**config.mk**
```make
export PLATFORM = sky130hd
export DESIGN_NAME = i2c_slave_regif
export DESIGN_NICKNAME = d
export VERILOG_FILES = /design/src/rtl/i2c_slave_regif.sv
export SDC_FILE = /design/constraint.sdc
export NUM_CORES = 1
export LEC_CHECK = 0
export ABC_AREA = 1
export CORE_MARGIN = 5
export CORE_UTILIZATION = 37
export CTS_CLUSTER_SIZE = 28
export DETAILED_ROUTE_END_ITERATION = 6
export HOLD_SLACK_MARGIN = 0.15
export PLACE_DENSITY = 0.52
export SLEW_MARGIN = 10
export SYNTH_ARGS = -nofsm -noshare
export SYNTH_HDL_FRONTEND = slang
export SYNTH_SLANG_ARGS = --single-unit
```
**constraint.sdc**
```tcl
create_clock -name clk -period 1.9 [get_ports clk]
set_input_delay 0.19 -clock clk [delete_from_list [all_inputs] [get_ports clk]]
set_output_delay 0.19 -clock clk [all_outputs]
set_load 0.02 [all_outputs]
```
**src/rtl/i2c_slave_regif.sv**
```systemverilog
// i2c_slave_regif
//   I2C target with a simple register interface. SCL and SDA are synchronized
//   and oversampled on clk. The block decodes START/STOP, a 7-bit address,
//   an 8-bit sub-address pointer and data bytes. Writes leave on a one-clk
//   reg_we strobe. Reads enter through reg_re/reg_rdata. SDA is open-drain:
//   the block only requests a low level.
//
// Ports
//   clk              system clock, at least 16x the SCL frequency
//   reset            asynchronous, active-low
//   i2c_scl_in       raw SCL pin level
//   i2c_sda_in       raw SDA pin level
//   i2c_sda_out_mode 1 = pull SDA low, 0 = release
//   reg_addr         sub-address pointer
//   reg_wdata        write data, valid while reg_we = 1
//   reg_we           one-clk write strobe
//   reg_re           one-clk read request for reg_addr
//   reg_rdata        read data, captured one clk after the reg_re cycle
//   busy             high from an address match until STOP or a read NACK
module i2c_slave_regif #(
    parameter logic [6:0]  ADDR        = 7'b1101000,
    parameter int unsigned SYNC_STAGES = 2
) (
    input  logic       clk,
    input  logic       reset,
    input  logic       i2c_scl_in,
    input  logic       i2c_sda_in,
    output logic       i2c_sda_out_mode,
    output logic [7:0] reg_addr,
    output logic [7:0] reg_wdata,
    output logic       reg_we,
    output logic       reg_re,
    input  logic [7:0] reg_rdata,
    output logic       busy
);

    typedef enum logic [3:0] {
        ST_IDLE,
        ST_ADDR,
        ST_ADDR_ACK,
        ST_SUB,
        ST_SUB_ACK,
        ST_WDATA,
        ST_WDATA_ACK,
        ST_RDATA,
        ST_RDATA_MACK
    } state_t;

    // ------------------------------------------------------------------
    // Input synchronizers and edge / condition detection
    // ------------------------------------------------------------------
    logic [SYNC_STAGES-1:0] scl_sync_q, scl_sync_d;
    logic [SYNC_STAGES-1:0] sda_sync_q, sda_sync_d;
    logic                   scl_prev_q, sda_prev_q;
    logic                   scl_s, sda_s;
    logic                   scl_rise, scl_fall, start_det, stop_det;

    always_comb begin
        scl_sync_d = {scl_sync_q[SYNC_STAGES-2:0], i2c_scl_in};
        sda_sync_d = {sda_sync_q[SYNC_STAGES-2:0], i2c_sda_in};
    end

    // Synchronizers reset to 1 so an idle bus after reset shows no edges.
    always_ff @(posedge clk or negedge reset) begin
        if (!reset) begin
            scl_sync_q <= '1;
            sda_sync_q <= '1;
            scl_prev_q <= 1'b1;
            sda_prev_q <= 1'b1;
        end else begin
            scl_sync_q <= scl_sync_d;
            sda_sync_q <= sda_sync_d;
            scl_prev_q <= scl_s;
            sda_prev_q <= sda_s;
        end
    end

    assign scl_s     = scl_sync_q[SYNC_STAGES-1];
    assign sda_s     = sda_sync_q[SYNC_STAGES-1];
    assign scl_rise  = scl_s & ~scl_prev_q;
    assign scl_fall  = ~scl_s & scl_prev_q;
    assign start_det = scl_s & scl_prev_q & sda_prev_q & ~sda_s;
    assign stop_det  = scl_s & scl_prev_q & ~sda_prev_q & sda_s;

    // ------------------------------------------------------------------
    // Protocol state machine
    // ------------------------------------------------------------------
    state_t     state_q, state_d;
    logic [3:0] bit_cnt_q, bit_cnt_d;
    logic [7:0] shift_q, shift_d;
    logic [7:0] ptr_q, ptr_d;
    logic [7:0] wdata_q, wdata_d;
    logic       we_q, we_d;
    logic       re_q, re_d;
    logic       latch_q, latch_d;
    logic       sda_oe_q, sda_oe_d;
    logic       busy_q, busy_d;
    logic       rw_q, rw_d;
    logic [7:0] rx_byte;

    always_ff @(posedge clk or negedge reset) begin
        if (!reset) begin
            state_q   <= ST_IDLE;
            bit_cnt_q <= '0;
            shift_q   <= '0;
            ptr_q     <= '0;
            wdata_q   <= '0;
            we_q      <= 1'b0;
            re_q      <= 1'b0;
            latch_q   <= 1'b0;
            sda_oe_q  <= 1'b0;
            busy_q    <= 1'b0;
            rw_q      <= 1'b0;
        end else begin
            state_q   <= state_d;
            bit_cnt_q <= bit_cnt_d;
            shift_q   <= shift_d;
            ptr_q     <= ptr_d;
            wdata_q   <= wdata_d;
            we_q      <= we_d;
            re_q      <= re_d;
            latch_q   <= latch_d;
            sda_oe_q  <= sda_oe_d;
            busy_q    <= busy_d;
            rw_q      <= rw_d;
        end
    end

    always_comb begin
        state_d   = state_q;
        bit_cnt_d = bit_cnt_q;
        shift_d   = shift_q;
        ptr_d     = ptr_q;
        wdata_d   = wdata_q;
        we_d      = 1'b0;
        re_d      = 1'b0;
        latch_d   = 1'b0;
        sda_oe_d  = sda_oe_q;
        busy_d    = busy_q;
        rw_d      = rw_q;
        rx_byte   = {shift_q[6:0], sda_s};

        // Pointer advances the clk after a write strobe.
        if (we_q) begin
            ptr_d = ptr_q + 8'd1;
        end
        // Read data arrives one clk after the reg_re cycle.
        if (re_q) begin
            latch_d = 1'b1;
        end

        if (stop_det) begin
            state_d   = ST_IDLE;
            sda_oe_d  = 1'b0;
            busy_d    = 1'b0;
            bit_cnt_d = '0;
        end else if (start_det) begin
            state_d   = ST_ADDR;
            sda_oe_d  = 1'b0;
            bit_cnt_d = '0;
        end else begin
            case (state_q)
                ST_ADDR: begin
                    if (scl_rise) begin
                        shift_d   = rx_byte;
                        bit_cnt_d = bit_cnt_q + 4'd1;
                        if (bit_cnt_q == 4'd7) begin
                            bit_cnt_d = '0;
                            if (rx_byte[7:1] == ADDR) begin
                                state_d = ST_ADDR_ACK;
                                busy_d  = 1'b1;
                                rw_d    = rx_byte[0];
                                re_d    = rx_byte[0];
                            end else begin
                                state_d = ST_IDLE;
                                busy_d  = 1'b0;
                            end
                        end
                    end
                end

                ST_SUB, ST_WDATA: begin
                    if (scl_rise) begin
                        shift_d   = rx_byte;
                        bit_cnt_d = bit_cnt_q + 4'd1;
                        if (bit_cnt_q == 4'd7) begin
                            bit_cnt_d = '0;
                            if (state_q == ST_SUB) begin
                                ptr_d   = rx_byte;
                                state_d = ST_SUB_ACK;
                            end else begin
                                wdata_d = rx_byte;
                                we_d    = 1'b1;
                                state_d = ST_WDATA_ACK;
                            end
                        end
                    end
                end

                // bit_cnt marks whether the ACK low has been driven yet:
                // first fall drives it, second fall ends the ACK slot.
                ST_ADDR_ACK, ST_SUB_ACK, ST_WDATA_ACK: begin
                    if (scl_fall) begin
                        if (bit_cnt_q == 4'd0) begin
                            sda_oe_d  = 1'b1;
                            bit_cnt_d = 4'd1;
                        end else begin
                            bit_cnt_d = '0;
                            if (state_q == ST_ADDR_ACK && rw_q) begin
                                state_d  = ST_RDATA;
                                sda_oe_d = ~shift_q[7];
                            end else begin
                                state_d  = (state_q == ST_ADDR_ACK) ? ST_SUB : ST_WDATA;
                                sda_oe_d = 1'b0;
                            end
                        end
                    end
                end

                // Bit 7 is already on the bus on entry; each fall after a
                // rise shifts the next bit out until all eight have gone.
                ST_RDATA: begin
                    if (scl_rise) begin
                        bit_cnt_d = bit_cnt_q + 4'd1;
                    end else if (scl_fall) begin
                        if (bit_cnt_q == 4'd8) begin
                            sda_oe_d  = 1'b0;
                            bit_cnt_d = '0;
                            state_d   = ST_RDATA_MACK;
                        end else begin
                            shift_d  = {shift_q[6:0], 1'b0};
                            sda_oe_d = ~shift_q[6];
                        end
                    end
                end

                ST_RDATA_MACK: begin
                    if (scl_rise) begin
                        if (!sda_s) begin
                            re_d      = 1'b1;
                            bit_cnt_d = 4'd1;
                        end else begin
                            state_d  = ST_IDLE;
                            busy_d   = 1'b0;
                            sda_oe_d = 1'b0;
                        end
                    end else if (scl_fall && bit_cnt_q == 4'd1) begin
                        bit_cnt_d = '0;
                        state_d   = ST_RDATA;
                        sda_oe_d  = ~shift_q[7];
                    end
                end

                default: begin
                end
            endcase
        end

        if (latch_q) begin
            shift_d = reg_rdata;
            ptr_d   = ptr_q + 8'd1;
        end
    end

    assign i2c_sda_out_mode = sda_oe_q;
    assign reg_addr         = ptr_q;
    assign reg_wdata        = wdata_q;
    assign reg_we           = we_q;
    assign reg_re           = re_q;
    assign busy             = busy_q;

endmodule

```
==> reports/qor.csv, run 1 <==
metric;value;unit
dp_slack;-0.760;ps
htree_levels;2;
synth_common_cells;126 x nand2_1, 41 x nor2_1, 40 x inv_1, 38 x dfrtp_1, 31 x nand3_1;
yosysTopAreaCell;dfrtp_1;
cts_made_buffers;5;
fmax;0.563;GHz
wl_per_cell;13.4;µm
end_kind;flip-flop;
cts_tree;done;
ys_ff_latch;44;
hold_viol_final;0;
r2r-start;scl_sync_q[1]$_DFF_PN1_;
yosysWarningCount;0;
hold_start;i2c_scl_in;
power.density;1010;nW/µm²
fin_skew;4.75;ps
drt-total-wl;7.54;mm
vias_per_cell;4.85;
stdcell_count;565;
crit_type;flip-flop to flip-flop;
synth-main-ff-cell;dfrtp_1;
coreArea;8090;µm²
drt-initial-drc-count;131;
min_period;1780;ps
cts_sinks;44;
clk_latency;300;ps
synth_most_common_cell;nand2_1;
worstRegToRegCells;9;
setup_ws;124;ps
startpoint_type;flip-flop;
die_area;10100;µm²
synth_cell_types;31;
max_slew_margin;72.2;%
drive_gt1_share;21.7;%
numPortBuffers;31;
nets;478;
r2r_end;shift_q[1]$_DFFE_PN0P_;
start_util;37.4;%
syn_area;3020;µm²
synth-edff-count;0;
fp.dieW;100;µm
drv_slew;0;
status;complete, no violations;
syn_inst;416;
ant_nets;0;
grt_pass1_wl;12.9;mm
setup_viol;0;
crit_required;2090;ps
p_leak;1.79;nW
holdPathEnd;scl_sync_q[0]$_DFF_PN1_;
min_path_cells;1;
dr.pass1.iters;4;
synth_area_leaders;dfrtp_1 31%, nand2_1 16%, dfstp_2 5.2%;
synth.net_count;435;
placed_cells;553;
stdcell_area;3700;µm²
ys_seq_area_share;36.7;%
gp_congestion;0.884;
async_reset_ff_share;100;%
post-route-period-util;93.5;%
rsz0062_at_grt;true;
ios;32;
grt_pass1_vias;2680;
fin_setup_tns;0;ps
clockBufferDepth;2;
synth_top_area_share;31.4;%
arrival;1970;ps
clk_pin_slew;90;ps
place_area;3480;µm²
worst_pin_slew;415;ps
place_hpwl;5.75;mm
grt_antenna_before_repair;0;
num_vias;2743;
std_cell_rows;33;
antenna_cells;0;
drv_cap;0;
overflow;0;
grt_max_degree;45;
total_power;3.75;mW
die_y;100;µm
root_buffer;clkbuf_8;
post-route-drc-count;0;
hp-class;input pin to flip-flop;
synth.avg_cell_area;7.27;µm²
area_growth;22.5;%
crit_fanout;14;
peakVddDrop;0.371;mV
grtUsageTotal;16.0;%
rrSetupSlack;120;ps
cells in the final DEF, fill, tap and decap left out, types with 2 or more instances in the layout:
master	n
o21ai_2	15
ha_1	6
dfrtp_1	38
nand3_2	7
nand4_1	4
inv_2	8
nor3_1	2
clkdlybuf4s50_1	30
nand3_1	29
dfstp_2	6
o211ai_1	5
clkbuf_8	6
a21oi_1	5
inv_1	40
o21ai_0	27
nor2_4	5
buf_4	12
nor2_1	38
o21ai_1	4
nand3_4	3
nand2_4	4
nand2_1	122
xor2_1	5
nor2_2	12
nand2_8	2
nand2_2	14
worst max-delay path by stage:
stage,startpoint,endpoint,slack (ps),depth (start not counted)
detailed placement,scl_sync_q[1]$_DFF_PN1_,bit_cnt_q[3]$_DFFE_PN0P_,-0.8,10
global placement,scl_sync_q[1]$_DFF_PN1_,state_q[1]$_DFFE_PN0P_,50,10
floorplan,scl_sync_q[1]$_DFF_PN1_,reg_wdata[5]$_DFFE_PN0P_,160,9
finish,scl_sync_q[1]$_DFF_PN1_,shift_q[1]$_DFFE_PN0P_,120,9
global route,sda_prev_q$_DFF_PN1_,shift_q[0]$_DFFE_PN0P_,-20,10
CTS,scl_sync_q[1]$_DFF_PN1_,bit_cnt_q[1]$_DFFE_PN0P_,20,10
per-stage QoR:
stage          utilization, %  hold WS [ps]
2_1_floorplan               -          -106
3_3_place_gp             43.0           190
3_5_place_dp             43.0           192
4_1_cts                  44.6           275
5_1_grt                  45.8           278
6_report                 45.8           284
sequential cells by signal (all words and copies together) (netlist names), 2 cells and up:
signal / flops
bit_cnt_q: 4
reg_addr: 8
reg_wdata: 8
scl_sync_q: 2
sda_sync_q: 2
shift_q: 8
state_q: 4
kinds of logic after synthesis:
| kind of cell | synth area share, % |
|---|---|
| compound gates | 12.0 |
| xor+xnor | 1.74 |
| fa+ha+maj | 2.90 |
| buf+inv | 8.32 |
| flops | 36.7 |
| simple gates | 38.4 |
layout make-up:
type	count	area, µm²
Sequential cell	44	1110
Tap cell	105	131
Clock buffer	6	82.6
Inverter	48	180
Clock inverter	2	38.8
Multi-Input combinational cell	315	1740
Timing Repair Buffer	45	425
Fill cell	850	4390
critical path: stages, from the launching register on:
cell and delay (ps):
dfstp_2 590, buf_4 120, inv_1 30, ha_1 220, inv_1 110, o21ai_0 140, nand3_2 180, nand2_8 120
nand2_1 110, o21ai_2 50
what timing repair did:
action,4_1_cts,5_1_grt
hold endpoints to repair,44,0
setup buffers,0,3
hold buffers,1,0
setup endpoints to repair,7,26
pin swaps,0,3
gates resized for setup,1,15
power by group:
part / internal, mW / leakage, nW / switching (mW) / total [mW]
registers: 1.10 / 0.575 / 0.158 / 1.26
clock network: 0.430 / 0.0614 / 0.346 / 0.776
logic: 0.617 / 1.15 / 1.09 / 1.71
total: 2.15 / 1.79 / 1.59 / 3.75
metal layers:
| layer | up-vias | global-route usage [%] | wire length [µm] |
|---|---|---|---|
| met5 | - | 0 | 0 |
| met4 | 0 | 5.18 | 128 |
| met3 | 11 | 2.43 | 254 |
| met2 | 50 | 24.6 | 3330 |
| met1 | 1269 | 23.0 | 3830 |
| li1 | 1413 | - | - |
(Power assumes the default switching activity.)
==> inputs of run 2 (changes only) <==
--- a/config.mk
+++ b/config.mk
@@ -6,7 +6,7 @@
 export NUM_CORES = 1
 export LEC_CHECK = 0
 export ABC_AREA = 1
-export CORE_MARGIN = 5
+export CORE_MARGIN = 2
 export CORE_UTILIZATION = 37
 export CTS_CLUSTER_SIZE = 28
 export DETAILED_ROUTE_END_ITERATION = 6
==> run 2 against run 1 <==
- combinational power decreased by 2%
- worst hold slack improved by 1.2 ps
- sequential share of layout area grew 0.19 points
- count of clock-buffer cells in the layout unchanged
- register-to-register slack hardly changed
- clock skew up 2.9 ps
- maximum frequency is 0.38% higher
- die area down 12%
- via count grew 0.58%
- largest cell class unchanged
==> reports/qor.csv, run 2 (synthesis results as in run 1) <==
metric;value;unit
netSwitchingFraction;42.6;%
power.density;1010;nW/µm²
p_comb_share;44.8;%
start_util;38.7;%
pwr-share-clk;21.0;%
place_area;3480;µm²
final_cell_mix;123 x nand2_1, 40 x inv_1, 40 x nor2_1, 37 x dfrtp_1;
crit_required;2100;ps
area_growth;21.8;%
layout_commonest_cell;nand2_1;
arrival;1970;ps
placed_cells;549;
dr.pass1.iters;4;
die_y;94.4;µm
drt-initial-drc-count;115;
overflow;0;
worst_pin_slew;521;ps
htree_levels;2;
p_seq_share;34.2;%
crit_fanout;6;
cts_tree;done;
setup_ws;131;ps
seq_area;1110;µm²
cts_made_buffers;5;
status;complete, no violations;
dp_slack;44.7;ps
vias_per_cell;4.92;
drv_slew;0;
numPortBuffers;31;
drv_cap;0;
fmax;0.565;GHz
power.net_switching;1.59;mW
end_kind;flip-flop;
multiInputGateArea;1720;µm²
cts_sinks;44;
max_slew_margin;65.3;%
grt_antenna_before_repair;0;
grtUsageTotal;18.6;%
num_vias;2759;
stdcell_area;3680;µm²
fin_setup_tns;0;ps
clk_pin_slew;90;ps
r2r-start;scl_prev_q$_DFF_PN1_;
grt_max_degree;27;
root_buffer;clkbuf_8;
postLayoutCoreUtil;47.2;%
place_hpwl;5.74;mm
p_int;2.14;mW
hold_start;i2c_sda_in;
rrSetupSlack;130;ps
hp-class;input pin to flip-flop;
drive_gt1_share;21.1;%
ios;32;
p_leak;1.79;nW
grt_pass1_vias;2621;
startpoint_type;flip-flop;
drt-total-wl;7.54;mm
setup_viol;0;
fp.dieW;94.4;µm
std_cell_rows;32;
gp_congestion;0.916;
cp-startpoint;scl_prev_q$_DFF_PN1_;
grt_pass1_wl;12.9;mm
post-route-period-util;93.1;%
peakVddDrop;0.569;mV
coreArea;7810;µm²
antenna_cells;0;
post-route-drc-count;0;
min_period;1770;ps
fin_skew;7.64;ps
rsz0062_at_grt;false;
hold_viol_final;0;
clockBufferDepth;2;
clk_latency;310;ps
wl_per_cell;13.4;µm
ant_nets;0;
die_area;8910;µm²
stdcell_count;561;
n_fill_cell;805;
nets;477;
crit_type;flip-flop to flip-flop;
[run 2: metrics by stage]
stage,hold slack (ps),total power [mW]
floorplan,-106,2.48
global placement,196,2.89
detailed placement,201,2.90
CTS,279,3.70
global route,274,4.06
finish,285,3.73
[run 2: layout make-up]
class	instances	share of cell area, %
repair buffers	44	11.7
well taps	102	3.46
multi-input cells	315	46.6
clock inverters	2	1.05
flip-flops and latches	44	30.1
inverters	48	4.89
clock buffers	6	2.24
[run 2: what timing repair did]
item,CTS,global route
setup endpoints to repair,0,28
gates resized for setup,0,13
endpoints found under the hold margin,16,0
hold buffers,1,0
buffers inserted,0,3
[run 2: power by group through the flow]
stage | Clock [mW] | Combinational, mW | Sequential [mW]
final | 0.783 | 1.67 | 1.27
after global routing | 0.849 | 1.91 | 1.30
after CTS | 0.812 | 1.62 | 1.27
after detailed placement | 0 | 1.61 | 1.29
after global placement | 0 | 1.60 | 1.28
after floorplan | 0 | 1.24 | 1.24
[run 2: worst max-delay path: stages, from the launching register on]
cell     delay [ps]
dfstp_2         570
inv_1            50
ha_1            210
buf_4           170
nor2_4          180
nand2_2          90
nand2_4         100
inv_1            50
nand2_1          70
nor2_2           50
nand3_1          80
nand2_1          60
[run 2: final timing paths]
| kind | endpoint | depth (start not counted) |
|---|---|---|
| max | state_q[2]$_DFFE_PN0P_ | 11 |
| min | sda_sync_q[0]$_DFF_PN1_ | 1 |
| max reg2reg | state_q[2]$_DFFE_PN0P_ | 11 |
| min reg2reg | sda_sync_q[1]$_DFF_PN1_ | 0 |
| max in group asynchronous | sda_prev_q$_DFF_PN1_ | 3 |
| min in group asynchronous | reg_wdata[5]$_DFFE_PN0P_ | 2 |
[run 2: per-layer routing]
metal  global-route usage (%)  routed length (µm)  vias up
met5                        0                   0        -
met4                     4.83                 128        0
met3                     2.95                 283       11
met2                     27.7                3180       59
met1                     28.1                3950     1280
li1                         -                   -     1409
